`src/rtl/line_fill_ctrl_if.sv`:
```
// rtl/line_fill_ctrl_if.sv - AHB-Lite read-master bus used by the line-fill engine
interface line_fill_ctrl_if #(
    parameter int ADDR_W = 32,
    parameter int DATA_W = 32
);
    logic [ADDR_W-1:0] haddr;
    logic [1:0]        htrans;
    logic [2:0]        hburst;
    logic [2:0]        hsize;
    logic              hwrite;
    logic              hready;
    logic [DATA_W-1:0] hrdata;
    logic              hresp;

    modport master (
        output haddr, htrans, hburst, hsize, hwrite,
        input  hready, hrdata, hresp
    );

    modport slave (
        input  haddr, htrans, hburst, hsize, hwrite,
        output hready, hrdata, hresp
    );
endinterface

```
`src/rtl/line_fill_ctrl.sv`:
```
// rtl/line_fill_ctrl.sv - I-cache line refill engine; CRIT_WORD_FIRST_EN selects WRAP4 critical-word-first, else INCR4 from word 0
module line_fill_ctrl #(
    parameter int ADDR_W = 32,
    parameter int DATA_W = 32,
    parameter int LINE_W = 128
) (
    input  logic              hclk,
    input  logic              hrstn,
    input  logic              req_valid,
    input  logic [ADDR_W-1:0] req_addr,
    output logic              req_ready,
    output logic              crit_valid,
    output logic [DATA_W-1:0] crit_data,
    output logic              fill_valid,
    output logic [LINE_W-1:0] fill_line,
    output logic [ADDR_W-1:0] fill_addr,
    output logic              fill_err,
    line_fill_ctrl_if.master  ahb
);
    localparam logic [1:0] HT_IDLE   = 2'b00;
    localparam logic [1:0] HT_NONSEQ = 2'b10;
    localparam logic [1:0] HT_SEQ    = 2'b11;
    localparam logic [2:0] BEATS     = 3'd4;

    typedef enum logic [2:0] {S_IDLE, S_ADDR, S_DATA, S_DONE, S_ERR} state_t;

    state_t             state, next_state;
    logic [ADDR_W-5:0]  base_addr;
    logic [1:0]         crit_word;
    logic [2:0]         addr_cnt, data_cnt;
    logic               err_seen;
    logic               crit_valid_q;
    logic [DATA_W-1:0]  crit_data_q;
    logic [LINE_W-1:0]  line_q;
    logic [1:0]         start_word, addr_off, data_off;
    logic               addr_phase, data_phase, beat_ok, err_first, accept;
    logic [1:0]         unused_addr_bits;

`ifdef CRIT_WORD_FIRST_EN
    assign start_word = crit_word;
    assign ahb.hburst = 3'b010;
`else
    assign start_word = 2'b00;
    assign ahb.hburst = 3'b011;
`endif

    assign unused_addr_bits = req_addr[1:0];

    // Offsets wrap mod 4 inside the 16-byte block for both burst kinds.
    assign addr_off  = start_word + addr_cnt[1:0];
    assign data_off  = start_word + data_cnt[1:0];

    assign ahb.haddr  = {base_addr, addr_off, 2'b00};
    assign ahb.hsize  = 3'b010;
    assign ahb.hwrite = 1'b0;

    assign req_ready  = (state == S_IDLE);
    assign fill_valid = (state == S_DONE);
    assign fill_err   = (state == S_ERR);
    assign fill_line  = line_q;
    assign fill_addr  = {base_addr, 4'b0000};
    assign crit_valid = crit_valid_q;
    assign crit_data  = crit_data_q;

    always_comb begin
        addr_phase = 1'b0;
        data_phase = 1'b0;
        ahb.htrans = HT_IDLE;
        next_state = state;
        accept     = 1'b0;
        beat_ok    = 1'b0;
        err_first  = 1'b0;
        case (state)
            S_IDLE: begin
                accept = req_valid;
                if (req_valid) next_state = S_ADDR;
            end
            S_ADDR: begin
                addr_phase = 1'b1;
                ahb.htrans = HT_NONSEQ;
                if (ahb.hready) next_state = S_DATA;
            end
            S_DATA: begin
                // A first ERROR cycle cancels all further address phases.
                addr_phase = (addr_cnt < BEATS) && !err_seen;
                data_phase = (data_cnt < addr_cnt);
                ahb.htrans = addr_phase ? HT_SEQ : HT_IDLE;
                beat_ok    = data_phase && ahb.hready && !ahb.hresp;
                err_first  = data_phase && !ahb.hready && ahb.hresp;
                if (data_phase && ahb.hready && ahb.hresp)
                    next_state = S_ERR;
                else if (beat_ok && data_cnt == BEATS - 3'd1)
                    next_state = S_DONE;
            end
            S_DONE:  next_state = S_IDLE;
            S_ERR:   next_state = S_IDLE;
            default: next_state = S_IDLE;
        endcase
    end

    always_ff @(posedge hclk) begin
        if (!hrstn) begin
            state        <= S_IDLE;
            base_addr    <= '0;
            crit_word    <= '0;
            addr_cnt     <= '0;
            data_cnt     <= '0;
            err_seen     <= 1'b0;
            crit_valid_q <= 1'b0;
            crit_data_q  <= '0;
            line_q       <= '0;
        end else begin
            state        <= next_state;
            crit_valid_q <= 1'b0;
            if (accept) begin
                base_addr <= req_addr[ADDR_W-1:4];
                crit_word <= req_addr[3:2];
                addr_cnt  <= '0;
                data_cnt  <= '0;
                err_seen  <= 1'b0;
            end
            if (addr_phase && ahb.hready && addr_cnt != BEATS)
                addr_cnt <= addr_cnt + 3'd1;
            if (err_first)
                err_seen <= 1'b1;
            if (beat_ok) begin
                line_q[32'(data_off) * DATA_W +: DATA_W] <= ahb.hrdata;
                if (data_cnt != BEATS)
                    data_cnt <= data_cnt + 3'd1;
                if (data_off == crit_word) begin
                    crit_valid_q <= 1'b1;
                    crit_data_q  <= ahb.hrdata;
                end
            end
        end
    end
endmodule
```
`src/flat_wrapper.sv`:
```
// flat-port wrapper written by rule: the top's interface ports become plain ports
module line_fill_ctrl_flat 
#(
    parameter int ADDR_W = 32,
    parameter int DATA_W = 32,
    parameter int LINE_W = 128
)
  (hclk, hrstn, req_valid, req_addr, req_ready, crit_valid, crit_data, fill_valid, fill_line, fill_addr, fill_err, ahb_haddr, ahb_htrans, ahb_hburst, ahb_hsize, ahb_hwrite, ahb_hready, ahb_hrdata, ahb_hresp);
  line_fill_ctrl_if #(.ADDR_W(ADDR_W), .DATA_W(DATA_W)) ahb_i ();
  input  logic hclk;
  input  logic hrstn;
  input  logic req_valid;
  input  logic [ADDR_W-1:0] req_addr;
  output logic req_ready;
  output logic crit_valid;
  output logic [DATA_W-1:0] crit_data;
  output logic fill_valid;
  output logic [LINE_W-1:0] fill_line;
  output logic [ADDR_W-1:0] fill_addr;
  output logic fill_err;
  output wire logic [$bits(ahb_i.haddr)-1:0] ahb_haddr;
  output wire logic [$bits(ahb_i.htrans)-1:0] ahb_htrans;
  output wire logic [$bits(ahb_i.hburst)-1:0] ahb_hburst;
  output wire logic [$bits(ahb_i.hsize)-1:0] ahb_hsize;
  output wire logic [$bits(ahb_i.hwrite)-1:0] ahb_hwrite;
  input wire logic [$bits(ahb_i.hready)-1:0] ahb_hready;
  input wire logic [$bits(ahb_i.hrdata)-1:0] ahb_hrdata;
  input wire logic [$bits(ahb_i.hresp)-1:0] ahb_hresp;
  assign ahb_haddr = ahb_i.haddr;
  assign ahb_htrans = ahb_i.htrans;
  assign ahb_hburst = ahb_i.hburst;
  assign ahb_hsize = ahb_i.hsize;
  assign ahb_hwrite = ahb_i.hwrite;
  assign ahb_i.hready = ahb_hready;
  assign ahb_i.hrdata = ahb_hrdata;
  assign ahb_i.hresp = ahb_hresp;
  line_fill_ctrl #(.ADDR_W(ADDR_W), .DATA_W(DATA_W), .LINE_W(LINE_W)) u_core (.hclk(hclk), .hrstn(hrstn), .req_valid(req_valid), .req_addr(req_addr), .req_ready(req_ready), .crit_valid(crit_valid), .crit_data(crit_data), .fill_valid(fill_valid), .fill_line(fill_line), .fill_addr(fill_addr), .fill_err(fill_err), .ahb(ahb_i));
endmodule
```
`config.mk`:
```
export PLATFORM = sky130hd
export DESIGN_NAME = line_fill_ctrl_flat
export DESIGN_NICKNAME = d
export VERILOG_FILES = /design/src/rtl/line_fill_ctrl_if.sv /design/src/rtl/line_fill_ctrl.sv /design/src/flat_wrapper.sv
export SDC_FILE = /design/constraint.sdc
export NUM_CORES = 1
export LEC_CHECK = 0
export BUFFER_PORTS_ARGS = -buffer_cell sky130_fd_sc_hd__buf_2
export CORE_MARGIN = 1
export CORE_UTILIZATION = 40
export CTS_BUF_LIST = sky130_fd_sc_hd__clkbuf_4
export CTS_CLUSTER_DIAMETER = 30
export DETAILED_ROUTE_END_ITERATION = 10
export GPL_ROUTABILITY_DRIVEN = 1
export HOLD_SLACK_MARGIN = 0.02
export PLACE_DENSITY = 0.67
export SYNTH_ARGS = -nofsm -noshare
export SYNTH_HDL_FRONTEND = slang
export SYNTH_SLANG_ARGS = --single-unit
```
`constraint.sdc`:
```
create_clock -name hclk -period 3.2 [get_ports hclk]
set_clock_uncertainty 0.15 [all_clocks]
set_input_delay 0.64 -clock hclk [delete_from_list [all_inputs] [get_ports hclk]]
set_output_delay 0.64 -clock hclk [all_outputs]
set_load 0.05 [all_outputs]
```
Word level (Yosys, flattened, before mapping). Index checks and enable logic that the tools add are counted.

Input port bits: 69. Flip-flop bits (word level): 201. Output and inout bits: 237.

Mux-type cells: 20. Add/subtract/negate cells: 3. Eq/ne operators: 11. Reduce and logical (&&, ||, !) cells: 18. $lt $le $gt $ge: 2. Shift-type cells: 2.

Operators with widths (count): 128-bit bitwise mux (1); 32-bit by 34-bit variable shift with 128-bit output (first input constant) (1); 32-bit by 34-bit indexed part select with 128-bit output (1); 7-bit negation with 34-bit output (1); 3-bit 2-to-1 mux (9); 3-bit by 2-bit == test with 1-bit output (second input constant) (3); 1-bit logical AND (9); 3-bit case mux with 3 select lines (1); 3-bit by 1-bit adder with 3-bit output (second input constant) (2); 1-bit 2-to-1 mux (6); 3-bit != test (second input constant) (2); 2-bit != test (second input constant) (2); 2-bit case mux with 2 select lines (1); 2-bit AND reduction (2); 2-bit nonzero test (2); 3-bit by 1-bit == test with 1-bit output (second input constant) (1); 3-bit == test (second input constant) (1); 1-bit logical NOT (3); 3-bit logical NOT (1); 3-bit < comparator (1); 3-bit < comparator (second input constant) (1); 3-bit by 1-bit != test with 1-bit output (second input constant) (1); 3-bit AND reduction (1); 2-bit == test (1); other kinds (2) (2).

Depth between registers and ports, before layout. Gate-level depths: netlist of run 1.

Depth after elaboration: 7. Gate-level depth with buffers: 7.

Least setup slack after synthesis of run 1. OpenSTA, ideal clock, no wires.

Path type: register to output. Start point: register u_core.state[0]. End point: output ahb_htrans[0]. Cell stages (with the launch flop): 5. Path slack: 454 ps. Data arrival time: 1956 ps. Path buffers: 2. Cells stage by stage: dfxtp_1 > buf_2 > or3b_1 > buf_2 > nor3_1.

Word-level cells in the longest chain between the ends: 2. Elaborated cells on any way between the ends: 3.

RTL lines: start: declaration (line line_fill_ctrl.sv:27) `state_t state, next_state;`; start signal: assignment (line line_fill_ctrl.sv:113) `state <= next_state;`; 3-bit by 2-bit == test with 1-bit output or 3-bit by 1-bit == test with 1-bit output (tied branches) (line line_fill_ctrl.sv:73) `case (state)`; 2-bit case mux with 2 select lines * (line line_fill_ctrl.sv:73); end: declaration (line flat_wrapper.sv:22) `output wire logic [$bits(ahb_i.htrans)-1:0] ahb_htrans;`.

Every way passes the cells marked *; elsewhere a longest branch is shown, timed or not.

Worst setup path in the final report of run 1.
Start point: register u_core.state[1]. End point: output ahb_htrans[0].

Same word-level chain as after synthesis.

==> results of run 1 <==
[routing by layer]
layer / GRT usage / vias up
met1: 0.2466 / 3527
met3: 0.07273 / 29
met2: 0.3372 / 246
li1: - / 3819
met4: 0.07300 / 0
met5: 0 / -
[synth_stat cells (all sizes together)]
cell type,instances,area share
dfxtp,201,0.45
o21ai,2,0.0011
nand4b,1,0.00099
mux2i,163,0.18
nor2b,4,0.0028
ha,10,0.014
inv,8,0.0034
and3,4,0.0028
nor3,7,0.0045
or3b,1,0.00099
a21boi,32,0.027
o2111a,1,0.0013
clkbuf,59,0.025
o21a,1,0.00085
nand2b,3,0.0021
nor3b,3,0.0025
o2111ai,2,0.0020
nor4b,2,0.0020
xnor2,2,0.0020
a211o,1,0.00099
a311oi,1,0.0030
nand3b,1,0.00085
nor2,7,0.0030
a31oi,1,0.00071
nand2,262,0.11
a21oi,2,0.0011
o311ai,2,0.0020
nand3,136,0.083
a21o,1,0.00085
a21bo,1,0.0011
conb,2,0.00085
buf,61,0.056
a311o,1,0.0011
[cell families after synthesis]
logic type      synth area share
flops                     0.4546
fa+ha+maj                0.01413
buf+inv                  0.08466
simple gates              0.2163
mux                       0.1843
compound gates           0.04325
xor+xnor                0.001979
other cells            0.0008484
[power by group]
| group | leakage, nW | switching [mW] | internal (mW) |
|---|---|---|---|
| logic | 3.64 | 0.474 | 0.143 |
| clock network | 0.438 | 1.08 | 1.21 |
| registers | 1.62 | 0.0288 | 2.54 |
| total | 5.70 | 1.58 | 3.89 |
[through the flow]
step	std cells	power, mW	hold WS (ns)	worst slack, ns	area, sq um
after global placement	1473	3.238	0.2902	0.6094	10270
final	1575	5.474	0.1058	0.2886	10980
after detailed placement	1473	3.243	0.2933	0.5979	10270
after floorplan	996	3.113	0.3053	0.4538	8894
after CTS	1574	5.554	0.04254	0.2118	10980
after global routing	1575	5.738	0.05452	0.08679	10980
[layout make-up]
class | count | area [sq um] | share of cell area
diodes | 1 | 2.502 | 0.0002279
inverters | 8 | 30.03 | 0.002734
clock buffers | 85 | 638.1 | 0.05811
multi-input cells | 667 | 4153 | 0.3781
clock inverters | 16 | 70.07 | 0.006380
flip-flops and latches | 201 | 4024 | 0.3664
well taps | 280 | 350.3 | 0.03190
repair buffers | 317 | 1714 | 0.1561
[worst max-delay path, cell delays in order, from the launching register on]
cell	delay, ns
dfxtp_1	0.51
or3b_1	0.50
nor3_1	0.17
buf_2	0.30
[state kept, by name, indices dropped and copies added, names as in the netlist]
signal,flops
u_core.err_seen,1
u_core.addr_cnt,3
u_core.crit_data,32
u_core.fill_line,128
u_core.data_cnt,3
u_core.crit_valid,1
u_core.state,3
u_core.crit_word,2
u_core.base_addr,28
[final timing paths]
path,start,end,slack (ns),depth (start not counted)
max reg2reg,u_core.addr_cnt[2],u_core.fill_line[117],0.59,8
min,req_addr[4],u_core.base_addr[0],0.11,3
max,u_core.state[1],ahb_htrans[0],0.29,3
min reg2reg,u_core.crit_data[31],u_core.crit_data[31],0.30,2
==> impl_metrics.json, run 1 <==
{
  "cp.required_ns": 2.41,
  "grt_max_degree": 95,
  "synth.distinct_cells": 37,
  "finalCriticalPeriod_ns": 2.911,
  "grt_usage": 0.2054,
  "fp.dieW_microns": 150.8,
  "hold_path_class": "in2reg",
  "ant_nets": 0,
  "hold_viol": 0,
  "slew-limit-headroom": 0.5972,
  "yosysWarningCount": 0,
  "final_common_cell": "buf_2",
  "syn_area_sq_um": 8852,
  "htreeDepth": 2,
  "top_layer": "met4",
  "wl_met3_microns": 2072,
  "drtPass1Iterations": 4,
  "insertion_delay_ns": 0.63,
  "portBuffers": 290,
  "cts_tree": "done",
  "syn_inst": 985,
  "drtIter0Drc": 279,
  "p_leak_nw": 5.698,
  "place_congestion": 0.7556,
  "start_util": 0.4069,
  "rsz0062_at_grt": "false",
  "drv_slew": 0,
  "ios": 306,
  "antenna_found_initial": 1,
  "grt_pass1_wl_microns": 36870,
  "grt_pass1_vias": 7065,
  "cts_sinks": 201,
  "status": "finished, final reports clean",
  "num_vias": 7621,
  "synth-seq-area-share": 0.4546,
  "wl_per_cell_microns": 15.11,
  "cts-resized-gates": 0,
  "setup_viol": 0,
  "wirelength_microns": 23790,
  "place_hpwl_microns": 16060,
  "period_share": 0.9098,
  "final.fill_count": 2128,
  "wl_met1_microns": 10080,
  "cts_buffers": 58,
  "die_area_sq_um": 22730,
  "synth_area_per_cell_sq_um": 8.987,
  "fmax_mhz": 343.5,
  "vias_per_cell": 4.839,
  "fin_setup_tns_ns": 0,
  "dieHeight_microns": 150.8,
  "grt-ovfl-total": 0,
  "layout-drive-gt1-share": 0.3269,
  "rows": 54,
  "final_cell_mix": "buf_2 (289), nand2_1 (262), dfxtp_1 (201)",
  "drc": 0,
  "power.density_nw_per_um2": 498.4,
  "area_growth_pct": 24.06,
  "drv_cap": 0,
  "fin_util": 0.5048,
  "cts_buffer_depth": 3,
  "cts_setup_buffers": 0,
  "cts_root_buffer": "clkbuf_4",
  "fin_nets": 1332,
  "fp.coreArea_sq_um": 21760,
  "arrival_ns": 2.12,
  "worstSetupEndpointType": "output port",
  "worst_pin_slew_ns": 0.6042,
  "path_clk_slew_ns": 0.06,
  "yosys_register_bits": 201,
  "path_class": "reg2out",
  "worstSetupStartpointType": "flop",
  "wl_met2_microns": 11200,
  "cp_max_fo": 11,
  "peakVddDrop_mv": 0.2289,
  "hold_buffers": 0
}
No activity file was read; power rests on OpenSTA's default activity.
==> run 2: changes to the inputs <==
--- a/config.mk
+++ b/config.mk
@@ -12,8 +12,10 @@
 export CTS_CLUSTER_DIAMETER = 30
 export DETAILED_ROUTE_END_ITERATION = 10
 export GPL_ROUTABILITY_DRIVEN = 1
+export GPL_TIMING_DRIVEN = 0
 export HOLD_SLACK_MARGIN = 0.02
 export PLACE_DENSITY = 0.67
+export SLEW_MARGIN = 15
 export SYNTH_ARGS = -nofsm -noshare
 export SYNTH_HDL_FRONTEND = slang
 export SYNTH_SLANG_ARGS = --single-unit
==> run 2 against run 1 <==
  * Power up 0.25%
  * Highest routed layer unchanged
  * Largest power group unchanged
  * Sequential power barely moved
  * Global-route usage up 2.8 points
  * Die area is the same
==> impl_metrics.json, run 2 (synthesized netlist as in run 1, its figures left out) <==
{
  "status": "finished, final reports clean",
  "portBuffers": 289,
  "rsz0062_at_grt": "false",
  "fp.coreArea_sq_um": 21760,
  "fin_nets": 1422,
  "finalCriticalPeriod_ns": 2.952,
  "grt_pass1_vias": 7609,
  "final.fill_count": 2136,
  "hold_path_class": "in2reg",
  "start_util": 0.4069,
  "drc": 0,
  "path_clk_slew_ns": 0.06,
  "cts_tree": "done",
  "p_leak_nw": 5.898,
  "ios": 306,
  "wl_per_cell_microns": 16.29,
  "path_class": "reg2out",
  "drtPass1Iterations": 4,
  "insertion_delay_ns": 0.66,
  "cpPeakStageDelay_ns": 0.35,
  "cp_slowest_cell": "nor4b_2",
  "dieHeight_microns": 150.8,
  "htreeDepth": 2,
  "drv_slew": 0,
  "path_cells": "clkbuf_1 > nor4b_2 > nor2_1 > nor2_1 > buf_4 > buf_2",
  "rows": 54,
  "dp_cells": 1565,
  "cts_sinks": 201,
  "cts_setup_buffers": 0,
  "arrival_ns": 2.16,
  "cp_max_fo": 10,
  "die_area_sq_um": 22730,
  "hold_viol": 0,
  "ant_nets": 0,
  "hold_buffers": 0,
  "dpl_cell_area_sq_um": 10690,
  "power.density_nw_per_um2": 482.8,
  "drtIter0Drc": 377,
  "wirelength_microns": 27070,
  "cp.required_ns": 2.41,
  "place_hpwl_microns": 19650,
  "cts_root_buffer": "clkbuf_4",
  "worstSetupStartpointType": "flop",
  "grt-ovfl-total": 0,
  "final_cell_mix": "buf_2 (291), nand2_1 (262), dfxtp_1 (201)",
  "drv_cap": 0,
  "layout-drive-gt1-share": 0.3215,
  "cts_buffers": 56,
  "num_vias": 8046,
  "largest_reg_flops": 128,
  "slew-limit-headroom": 0.3021,
  "fp.dieW_microns": 150.8,
  "grt_usage": 0.2337,
  "peakVddDrop_mv": 0.3371,
  "place_congestion": 0.7665,
  "final_common_cell": "buf_2",
  "crit_top_cell": "nor2_1",
  "final_area_sq_um": 11370,
  "grt_pass1_wl_microns": 40990,
  "grt_max_degree": 15,
  "fin_setup_tns_ns": 0,
  "power_mw": 5.487,
  "area_growth_pct": 28.40,
  "fmax_mhz": 338.8,
  "worstSetupEndpointType": "output port",
  "vias_per_cell": 4.841,
  "setup_viol": 0,
  "cts_buffer_depth": 3,
  "period_share": 0.9225,
  "worst_pin_slew_ns": 1.039,
  "antenna_found_initial": 1,
  "fin_cells": 1662,
  "cts-resized-gates": 0
}
run 2: cell types whose count changed in the layout (fill, tap and decap cells not counted), sizes merged:
cell	delta
clkbuf	+54
buf	+33
clkinv	-1
inv	+1
run 2: worst paths after layout:
check             depth (start not counted)                  from                    to  slack, ns
setup reg to reg                          7    u_core.addr_cnt[2]  u_core.crit_data[16]       0.27
hold / removal                            3          req_addr[19]  u_core.base_addr[15]       0.07
setup / recovery                          6       u_core.state[1]         ahb_htrans[1]       0.25
hold reg to reg                           2  u_core.crit_data[11]  u_core.crit_data[11]       0.31
run 2: stage by stage:
step / hold WS (ns) / setup WS [ns] / util
after floorplan: 0.3053 / 0.4538 / -
after global placement: 0.2903 / 0.2017 / 0.4914
after detailed placement: 0.2977 / 0.1626 / 0.4914
after CTS: 0.02098 / 0.03157 / 0.5219
after global routing: 0.03681 / 0.09143 / 0.5224
final: 0.07025 / 0.2481 / 0.5224
run 2: final cells by class:
| cell class | count | area [sq um] | share of cell area |
|---|---|---|---|
| flip-flops and latches | 201 | 4024 | 0.3540 |
| repair buffers | 289 | 1446 | 0.1273 |
| plain buffers | 120 | 719.4 | 0.06330 |
| inverters | 8 | 30.03 | 0.002642 |
| multi-input cells | 667 | 4129 | 0.3633 |
| well taps | 280 | 350.3 | 0.03082 |
| clock inverters | 16 | 63.81 | 0.005614 |
| clock buffers | 80 | 600.6 | 0.05284 |
| diodes | 1 | 2.502 | 0.0002202 |
run 2: routing by layer:
metal,global-route usage,vias up,wire length (microns)
met1,0.2963,3749,11980
met3,0.06485,39,1919
li1,-,3997,-
met4,0.06950,0,425
met5,0,-,0
met2,0.3842,261,12750
run 2: power by group:
group / internal (mW) / switching, mW / total [mW]
Sequential: 2.54 / 0.0249 / 2.56
Clock: 1.14 / 1.08 / 2.22
Combinational: 0.187 / 0.518 / 0.705
Total: 3.87 / 1.62 / 5.49
run 2: critical path, delay by kind of cell, from the launching register on:
kind,cells,cell delay (ns)
buffers and inverters,3,0.63
AND/OR/NAND/NOR,3,0.52
flip-flops,1,0.33
